### src/rtl/bp_be_late_wb_queue.sv
`default_nettype none
//------------------------------------------------------------------------------
// Module  : bp_be_late_wb_queue
// Brief   : Two-source late-writeback merge queue. Collects writebacks from the
//           D$ miss/uncached-load path (source 0) and the long-latency
//           divide/sqrt path (source 1) into one circular FIFO. The head is
//           presented to the scheduler, which is forced to take it once it has
//           waited force_cycles_p cycles or the queue is full.
// Revision: 1.0 - initial release
//------------------------------------------------------------------------------
module bp_be_late_wb_queue #(
  parameter int bp_params_p    = 0,  // 0 selects the default processor config
  parameter int els_p          = 4,  // power of two, 2..16
  parameter int force_cycles_p = 8,  // 1..255
  // The default config uses a 39-bit virtual address; other configs use 48.
  localparam int vaddr_width_lp  = (bp_params_p == 0) ? 39 : 48,
  // Register-file address/flag fields plus a payload sized off the VA width.
  localparam int wb_pkt_width_lp = vaddr_width_lp + 25
) (
  input  logic                       clk_i,
  input  logic                       reset_n_i,

  input  logic [wb_pkt_width_lp-1:0] mem_wb_pkt_i,
  input  logic                       mem_wb_v_i,
  output logic                       mem_wb_ready_and_o,

  input  logic [wb_pkt_width_lp-1:0] long_wb_pkt_i,
  input  logic                       long_wb_v_i,
  output logic                       long_wb_ready_and_o,

  output logic [wb_pkt_width_lp-1:0] late_wb_pkt_o,
  output logic                       late_wb_v_o,
  output logic                       late_wb_force_o,
  input  logic                       late_wb_yumi_i,

  output logic                       busy_o
);

  localparam int PTR_W = $clog2(els_p);
  localparam int CNT_W = $clog2(els_p + 1);
  // Depth held one bit wider than the count so count+1 never overflows.
  localparam logic [CNT_W:0] ELS_C   = (CNT_W + 1)'(els_p);
  localparam logic [7:0]     FORCE_C = 8'(force_cycles_p);

  // Payload storage is deliberately left unreset; validity comes from count.
  logic [wb_pkt_width_lp-1:0] mem_q [els_p];

  logic [PTR_W-1:0] enq_ptr_q, enq_ptr_d;
  logic [PTR_W-1:0] deq_ptr_q, deq_ptr_d;
  logic [CNT_W-1:0] count_q,   count_d;
  logic [7:0]       age_q,     age_d;

  logic             w_mem_enq;
  logic             w_long_enq;
  logic             w_deq;
  logic [PTR_W-1:0] w_long_slot;
  logic [CNT_W:0]   w_count_ext;

  assign w_count_ext = {1'b0, count_q};

  // Readies use registered occupancy only: a dequeue this cycle never frees a
  // slot for an enqueue in the same cycle. Source 0 claims the last free slot.
  assign mem_wb_ready_and_o  = reset_n_i & (w_count_ext < ELS_C);
  assign w_mem_enq           = mem_wb_v_i & mem_wb_ready_and_o;
  assign long_wb_ready_and_o = reset_n_i
                             & ((w_count_ext + {{CNT_W{1'b0}}, w_mem_enq}) < ELS_C);
  assign w_long_enq          = long_wb_v_i & long_wb_ready_and_o;

  // A same-cycle pair lands source 0 first, source 1 in the following slot.
  assign w_long_slot = enq_ptr_q + PTR_W'(w_mem_enq);

  assign late_wb_v_o     = (count_q != '0);
  assign late_wb_pkt_o   = mem_q[deq_ptr_q];
  assign w_deq           = late_wb_yumi_i & late_wb_v_o;
  // Age saturates and count cannot fall without a dequeue, so force stays
  // high for as long as the same head is waiting.
  assign late_wb_force_o = late_wb_v_o & ((age_q == FORCE_C) | (w_count_ext == ELS_C));
  assign busy_o          = late_wb_v_o;

  // Next-state for pointers, occupancy and head age.
  always_comb begin
    enq_ptr_d = enq_ptr_q + PTR_W'(w_mem_enq) + PTR_W'(w_long_enq);
    deq_ptr_d = deq_ptr_q + PTR_W'(w_deq);
    count_d   = count_q + CNT_W'(w_mem_enq) + CNT_W'(w_long_enq) - CNT_W'(w_deq);
    age_d     = age_q;
    if (w_deq || !late_wb_v_o) begin
      age_d = '0;
    end else if (age_q != FORCE_C) begin
      age_d = age_q + 8'd1;
    end
  end

  // Control state register with synchronous active-low reset.
  always_ff @(posedge clk_i) begin
    if (!reset_n_i) begin
      enq_ptr_q <= '0;
      deq_ptr_q <= '0;
      count_q   <= '0;
      age_q     <= '0;
    end else begin
      enq_ptr_q <= enq_ptr_d;
      deq_ptr_q <= deq_ptr_d;
      count_q   <= count_d;
      age_q     <= age_d;
    end
  end

  // Payload writes; readies are low in reset so nothing is written then.
  always_ff @(posedge clk_i) begin
    if (w_mem_enq) begin
      mem_q[enq_ptr_q] <= mem_wb_pkt_i;
    end
    if (w_long_enq) begin
      mem_q[w_long_slot] <= long_wb_pkt_i;
    end
  end

endmodule
`default_nettype wire

### config.mk
export PLATFORM = sky130hd
export DESIGN_NAME = bp_be_late_wb_queue
export DESIGN_NICKNAME = d
export VERILOG_FILES = /design/src/rtl/bp_be_late_wb_queue.sv
export SDC_FILE = /design/constraint.sdc
export NUM_CORES = 1
export LEC_CHECK = 0
export BUFFER_PORTS_ARGS = -buffer_cell sky130_fd_sc_hd__buf_2
export CAP_MARGIN = 0
export CORE_UTILIZATION = 50
export CTS_CLUSTER_DIAMETER = 200
export DETAILED_ROUTE_END_ITERATION = 6
export PLACE_DENSITY = 0.72
export REMOVE_ABC_BUFFERS = 1
export SYNTH_ARGS = -nofsm -noshare
export SYNTH_HDL_FRONTEND = slang
export SYNTH_SLANG_ARGS = --single-unit
### constraint.sdc
create_clock -name clk_i -period 10.6 [get_ports clk_i]
set_clock_uncertainty 0.2 [all_clocks]
set_input_delay 2.12 -clock clk_i [delete_from_list [all_inputs] [get_ports clk_i]]
set_output_delay 2.12 -clock clk_i [all_outputs]
set_load 0.02 [all_outputs]
==> impl_metrics.tcl, run 1 <==
set metrics [dict create \
    run_status "complete, no violations" \
    critical_path.cell_chain "buf_2 -> and3b_1 -> ha_1 -> nor4_4 -> buf_4 -> o21bai_4 -> buf_4" \
    syn-instance-count 721 \
    hold_wc_path_type "reg -> reg" \
    sw_frac_of_total 0.302 \
    critical-path-max-stage-delay_ps 820 \
    timing.fmax_ghz 0.188 \
    detail-route-antenna-nets 0 \
    finalHoldViolCount 0 \
    p_seq_frac 0.426 \
    cts_tree "yes" \
    synth_area_leaders "edfxtp_1, mux2_2, mux4_2, mux2_1, dfxtp_1" \
    synth-compound-area-share 0.00736 \
    synth_top_cells_by_count "edfxtp_1, mux2_2, mux2_1" \
    synth_top_area_cell "edfxtp_1" \
    die_area_um2 27200 \
    synth.distinct_cells 38 \
    post-route-period-util 0.502 \
    post_cts_sizing 0 \
    setup.worst_path.class "in -> reg" \
    p_comb_frac 0.285 \
    ratio_of_cells_with_drive_above_1_in_the_final_layout 0.512 \
    yosysSeqAreaShare 0.602 \
    initial_utilization 0.509 \
    synthXorXnorAreaFrac 0.00528 \
    cts.reportedPaths.clkPinSlew_ps 60 \
    yosysTopAreaCellShare 0.580 \
    unrepaired_setup_endpoints_after_global_routing "no" \
    detailedRoute.firstIterationViolations 453 \
    grt_start_max_net_pins 66 \
    critical-path-top-delay-family "buffers and inverters" \
    final.fill_count 1997 \
    crit_path_start_kind "input pin" \
    synthesis.area_per_instance_um2 18.4 \
    synthesized_area_um2 13300 \
    viasPerCell 5.62 \
    worst-path-max-fanout 65 \
    maxCapViolations 0 \
    multiplexer_share_of_the_synthesized_area 0.326 \
    chipWidth_um 165 \
    route.vias.total 7178 \
    postSynth.asyncResetShare 0 \
    io-pin-count 202 \
    grt.total_usage 0.213 \
    power-per-cell-area_nw_per_um2 219 \
    most_frequent_cell_after_synthesis "edfxtp_1" \
    detail_route.wl_per_cell_um 22.4 \
    core_um2 26100 \
    nNetsFinal 1059 \
    synthToLayoutAreaGrowth_pct 16.0 \
    total_overflow_reported_by_the_global_router 0 \
    dr.pass1.iters 4 \
    cts.sinks 271 \
    critPathSlowestCell "buf_4" \
    chipHeight_um 165 \
    cts_post_setup_buffers_inserted 0 \
    required_ps 10560 \
    finalCoreUtilization 0.590 \
    place_hpwl_um 16800 \
    synth_fa_ha_area_frac 0.00962 \
    power.share.clock 0.289 \
    net-switching-power_uw 1020 \
    fp-row-count 59 \
    cts.hold.buffers_added 0 \
    min_period_ps 5320 \
    antenna_found_initial 7 \
    clock_insertion_delay_worst_skew_ps 540 \
    timing.critical_path.arrival_ps 5290 \
    first_pass_grt_wire_length_um 43400 \
    synth_edf_count 256 \
    clock_tree.root_cell "clkbuf_16" \
    synthFlopType "edfxtp_1" \
    internal_power_uw 2350 \
    timing.setup.tns_ps 0 \
    timing.final.max_slew_violations 0 \
    synth-seq-cells 271 \
    clock_path_buffers 3 \
    total_wire_length_after_detailed_routing_um 28500 \
    yosys_warnings 0 \
    detail_route.drc_violations 0 \
    crit_path_frequent_cell "buf_4" \
    tightestPinTransition_ps 1070 \
    io_buffer_count 201 \
    end_kind "flip-flop" \
    crit_buf_inv 3 \
    gp_routability_congestion 0.747 \
    vdd_ir_drop_max_mv 0.138 \
    synth_top_family_by_area "multiplexers" \
    cts_made_buffers 29 \
    slew_headroom 0.289 \
    clock_tree.htree_level_count 1 \
    timing.final.setup_violations 0 \
    first_global_vias 7636 \
    post_synth_and_or_nand_nor_area_fraction 0.0206 \
    total_leakage_power_uw 0.00538 \
]
worst register-to-register path: cells and delay by family, from the launching register on:
| kind | cells | cell delay (ps) |
|---|---|---|
| AO/OA/AOI/OAI | 1 | 580 |
| adder cells (fa/ha/maj) | 1 | 400 |
| buffers and inverters | 2 | 1460 |
| flip-flops | 1 | 390 |
| AND/OR/NAND/NOR | 2 | 530 |
metrics by stage:
| stage | area, um^2 | worst slack (ps) | hold slack [ps] | power, uW | cells |
|---|---|---|---|---|---|
| 2_1_floorplan | 12900 | 1300 | 261 | 2120 | 676 |
| 3_3_place_gp | 14500 | 4720 | 276 | 2420 | 1221 |
| 3_5_place_dp | 14500 | 4680 | 295 | 2430 | 1221 |
| 4_1_cts | 15400 | 5240 | 303 | 3400 | 1272 |
| 5_1_grt | 15400 | 5080 | 355 | 3510 | 1272 |
| 6_report | 15400 | 5280 | 305 | 3360 | 1277 |
power by group through the flow:
stage / Clock, uW / Sequential [uW] / Combinational (uW)
2_1_floorplan: 0 / 1460 / 660
3_3_place_gp: 0 / 1460 / 961
3_5_place_dp: 0 / 1460 / 970
4_1_cts: 989 / 1440 / 975
5_1_grt: 1030 / 1450 / 1030
6_report: 973 / 1430 / 957
worst paths after layout:
| kind | start | endpoint | slack, ps | depth (start not counted) |
|---|---|---|---|---|
| setup / recovery | reset_n_i | mem_q[2][31] | 5280 | 7 |
| hold / removal | age_q[7] | age_q[7] | 300 | 2 |
| setup reg to reg | count_q[2] | mem_q[2][31] | 6640 | 6 |
| hold reg to reg | age_q[7] | age_q[7] | 300 | 2 |
cell usage in the layout, fill, tap and decap left out, types with 7 or more instances in the layout:
| cell type | count |
|---|---|
| edfxtp_1 | 256 |
| dfxtp_1 | 13 |
| buf_4 | 9 |
| inv_1 | 9 |
| buf_2 | 201 |
| and2_1 | 8 |
| mux2_1 | 98 |
| clkbuf_16 | 29 |
| clkinv_2 | 7 |
| mux4_2 | 64 |
| mux2_2 | 158 |
| ha_1 | 7 |
| clkbuf_1 | 7 |
registers in the layout, summed over array words and instances (netlist names):
register,count
age_q,8
count_q,3
deq_ptr_q,2
enq_ptr_q,2
mem_q,256
per-layer routing:
layer  vias up  part of all wire  GRT usage
met3        37             0.064     0.0422
met2       204              0.49      0.353
met1      3597              0.43      0.291
met5         -           0.00056          0
li1       3338                 -          -
met4         2             0.015     0.0438
cell families (layout without fill, tap and decap cells):
kind of cell	Yosys count	count (layout)
fa+ha+maj	9	9
flops	271	271
mux	320	320
xor+xnor	8	8
simple gates	44	44
compound gates	15	15
other cells	0	5
buf+inv	54	270
cell type report:
class / count / area [um^2] / share of cell area
Antenna cell: 5 / 12.5 / 0.000813
Clock buffer: 36 / 752 / 0.0489
Clock inverter: 15 / 149 / 0.00968
Inverter: 9 / 33.8 / 0.00220
Multi-Input combinational cell: 396 / 4950 / 0.322
Sequential cell: 271 / 8000 / 0.520
Tap cell: 335 / 419 / 0.0272
Timing Repair Buffer: 210 / 1070 / 0.0698
(Power assumes the default switching activity.)
==> inputs of run 2 (changes only) <==
--- a/config.mk
+++ b/config.mk
@@ -5,12 +5,13 @@
 export SDC_FILE = /design/constraint.sdc
 export NUM_CORES = 1
 export LEC_CHECK = 0
+export ABC_AREA = 1
 export BUFFER_PORTS_ARGS = -buffer_cell sky130_fd_sc_hd__buf_2
 export CAP_MARGIN = 0
 export CORE_UTILIZATION = 50
 export CTS_CLUSTER_DIAMETER = 200
 export DETAILED_ROUTE_END_ITERATION = 6
-export PLACE_DENSITY = 0.72
+export PLACE_DENSITY = 0.74
 export REMOVE_ABC_BUFFERS = 1
 export SYNTH_ARGS = -nofsm -noshare
 export SYNTH_HDL_FRONTEND = slang
==> constraint.sdc (replaced) <==
create_clock -name clk_i -period 4.3 [get_ports clk_i]
set_clock_uncertainty 0.2 [all_clocks]
set_input_delay 0.86 -clock clk_i [delete_from_list [all_inputs] [get_ports clk_i]]
set_output_delay 0.86 -clock clk_i [all_outputs]
set_load 0.02 [all_outputs]
==> run 2 against run 1 <==
  * Combinational power rose to 3.8 times the previous value
  * Routed wire length rose by 54%
  * First-iteration DRC count rose to 3.4 times the previous value
  * Global-route usage rose by 8.5 points
  * Critical path depth fell by 3
  * Critical path type is now reg -> out
  * Largest power group is now combinational cells
  * Worst setup slack got worse by 4600 ps
  * Sequential share of layout area fell by 3.5 points
  * Synthesized cell count rose by 120%
==> impl_metrics.tcl, run 2 <==
set metrics [dict create \
    core_um2 27900 \
    post_synth_and_or_nand_nor_area_fraction 0.297 \
    cts.sinks 271 \
    tightestPinTransition_ps 1250 \
    syn-instance-count 1615 \
    cts_made_buffers 30 \
    chipHeight_um 171 \
    nNetsFinal 1865 \
    yosys_warnings 0 \
    initial_utilization 0.512 \
    gp_routability_congestion 0.794 \
    fp-row-count 61 \
    io_buffer_count 201 \
    most_congested_layer_reported_by_global_routing "met2" \
    end_kind "output pin" \
    power-per-cell-area_nw_per_um2 580 \
    clock_path_buffers 3 \
    timing.final.setup_violations 0 \
    total_leakage_power_uw 0.00682 \
    synth_top_family_by_area "simple AND/OR/NAND/NOR gates" \
    grt.total_usage 0.298 \
    most-common-layout-cells "nand2_1, nand4_1, edfxtp_1" \
    finalHoldViolCount 0 \
    registers.top_by_ff_count "mem_q" \
    unrepaired_setup_endpoints_after_global_routing "no" \
    total_overflow_reported_by_the_global_router 0 \
    synth-compound-area-share 0.0774 \
    detail-route-antenna-nets 0 \
    hold_wc_path_type "reg -> reg" \
    detailedRoute.firstIterationViolations 1531 \
    cts_tree "yes" \
    timing.critical_path.arrival_ps 2560 \
    vdd_ir_drop_max_mv 0.374 \
    synth_area_leaders "edfxtp_1, nand2_1, nand4_1, o21ai_0, nor2_1" \
    required_ps 3240 \
    place_hpwl_um 24000 \
    grt.met2_usage 0.488 \
    post_cts_sizing 0 \
    maxCapViolations 0 \
    clock_insertion_delay_worst_skew_ps 550 \
    slew_headroom 0.164 \
    gr-usage-met3 0.0479 \
    yosysTopAreaCellShare 0.538 \
    timing.fmax_ghz 0.276 \
    synthesized_area_um2 14300 \
    postSynth.asyncResetShare 0 \
    min_period_ps 3620 \
    clock_tree.root_cell "clkbuf_16" \
    chipWidth_um 171 \
    worst-path-max-fanout 48 \
    post-route-period-util 0.842 \
    yosysSeqAreaShare 0.559 \
    reg.largest.list "mem_q x256, age_q x8, count_q x3" \
    route.vias.total 13300 \
    viasPerCell 6.25 \
    synth_top_area_cell "edfxtp_1" \
    largest_register_ffs 256 \
    cts.hold.buffers_added 0 \
    synth_fa_ha_area_frac 0.00893 \
    run_status "complete, no violations" \
    synthToLayoutAreaGrowth_pct 15.3 \
    first_global_vias 12600 \
    synthXorXnorAreaFrac 0.00420 \
    timing.final.max_slew_violations 0 \
    ratio_of_cells_with_drive_above_1_in_the_final_layout 0.169 \
    timing.setup.tns_ps 0 \
    cts_post_setup_buffers_inserted 0 \
    layout.cells.most_common "nand2_1" \
    cts.reportedPaths.clkPinSlew_ps 60 \
    fin_total_pwr_uw 9560 \
    most_frequent_cell_after_synthesis "nand2_1" \
    synth_top_cells_by_count "nand2_1, nand4_1, edfxtp_1" \
    antenna_found_initial 6 \
    synthesis.area_per_instance_um2 8.85 \
    first_pass_grt_wire_length_um 67600 \
    grt_start_max_net_pins 177 \
    crit_path_start_kind "flip-flop" \
    synth-seq-cells 271 \
    synth_edf_count 256 \
    multiplexer_share_of_the_synthesized_area 0 \
    io-pin-count 202 \
    synth.distinct_cells 29 \
    dr.pass1.iters 6 \
    detail_route.wl_per_cell_um 20.7 \
    gr-usage-met1 0.393 \
    detail_route.drc_violations 0 \
    synthFlopType "edfxtp_1" \
    clock_tree.htree_level_count 1 \
    setup.worst_path.class "reg -> out" \
    die_area_um2 29300 \
    total_wire_length_after_detailed_routing_um 44000 \
]
## run 2: changes by cell type after synthesis, moves of 74 or more
cell,previous run,this run
o21ai_0,4,128
nand2_1,4,525
clkbuf_1,7,81
nor2_1,4,141
mux2_2,158,0
mux2_1,98,0
nand4_1,2,262
## run 2: kinds of logic after synthesis
logic type,after synthesis
compound gates,204
buf+inv,180
xor+xnor,6
flops,271
fa+ha+maj,9
simple gates,945
## run 2: routing by layer
layer / routed length (um) / vias up
met5: 49 / -
met4: 1230 / 8
met3: 4570 / 113
met2: 20900 / 809
met1: 17300 / 6346
li1: - / 6014
## run 2: cell type report
class,instances,area (um^2)
clock buffers,33,783
clock inverters,22,155
well taps,378,473
fillers,2380,11400
multi-input cells,1164,5650
repair buffers,231,1330
diodes,4,10.0
inverters,25,96.3
flip-flops and latches,271,7990
## run 2: where the power goes
part / switching, uW / internal (uW)
clock: 1070 / 1420
combinational: 2650 / 939
sequential: 159 / 3330
total: 3870 / 5690
## run 2: final timing paths
path / from / endpoint / slack [ps] / cells after the start
max: deq_ptr_q[0] / late_wb_pkt_o[48] / 680 / 4
min: age_q[7] / age_q[7] / 260 / 2
max reg2reg: count_q[1] / mem_q[1][33] / 1240 / 7
min reg2reg: age_q[7] / age_q[7] / 260 / 2
## run 2: critical path, cell delays in order (launching register included)
cell and delay, ps:
dfxtp_4 710, buf_4 530, o21ai_0 160, o22ai_1 350, buf_2 240
## run 2: through the flow
step	hold WS [ps]	worst slack, ps	util	instances	cell area (um^2)
2_1_floorplan	239	-5310	-	1460	13600
3_3_place_gp	250	756	0.556	2069	15500
3_5_place_dp	253	629	0.556	2069	15500
4_1_cts	262	670	0.590	2124	16500
5_1_grt	294	531	0.590	2126	16500
6_report	263	680	0.590	2128	16500
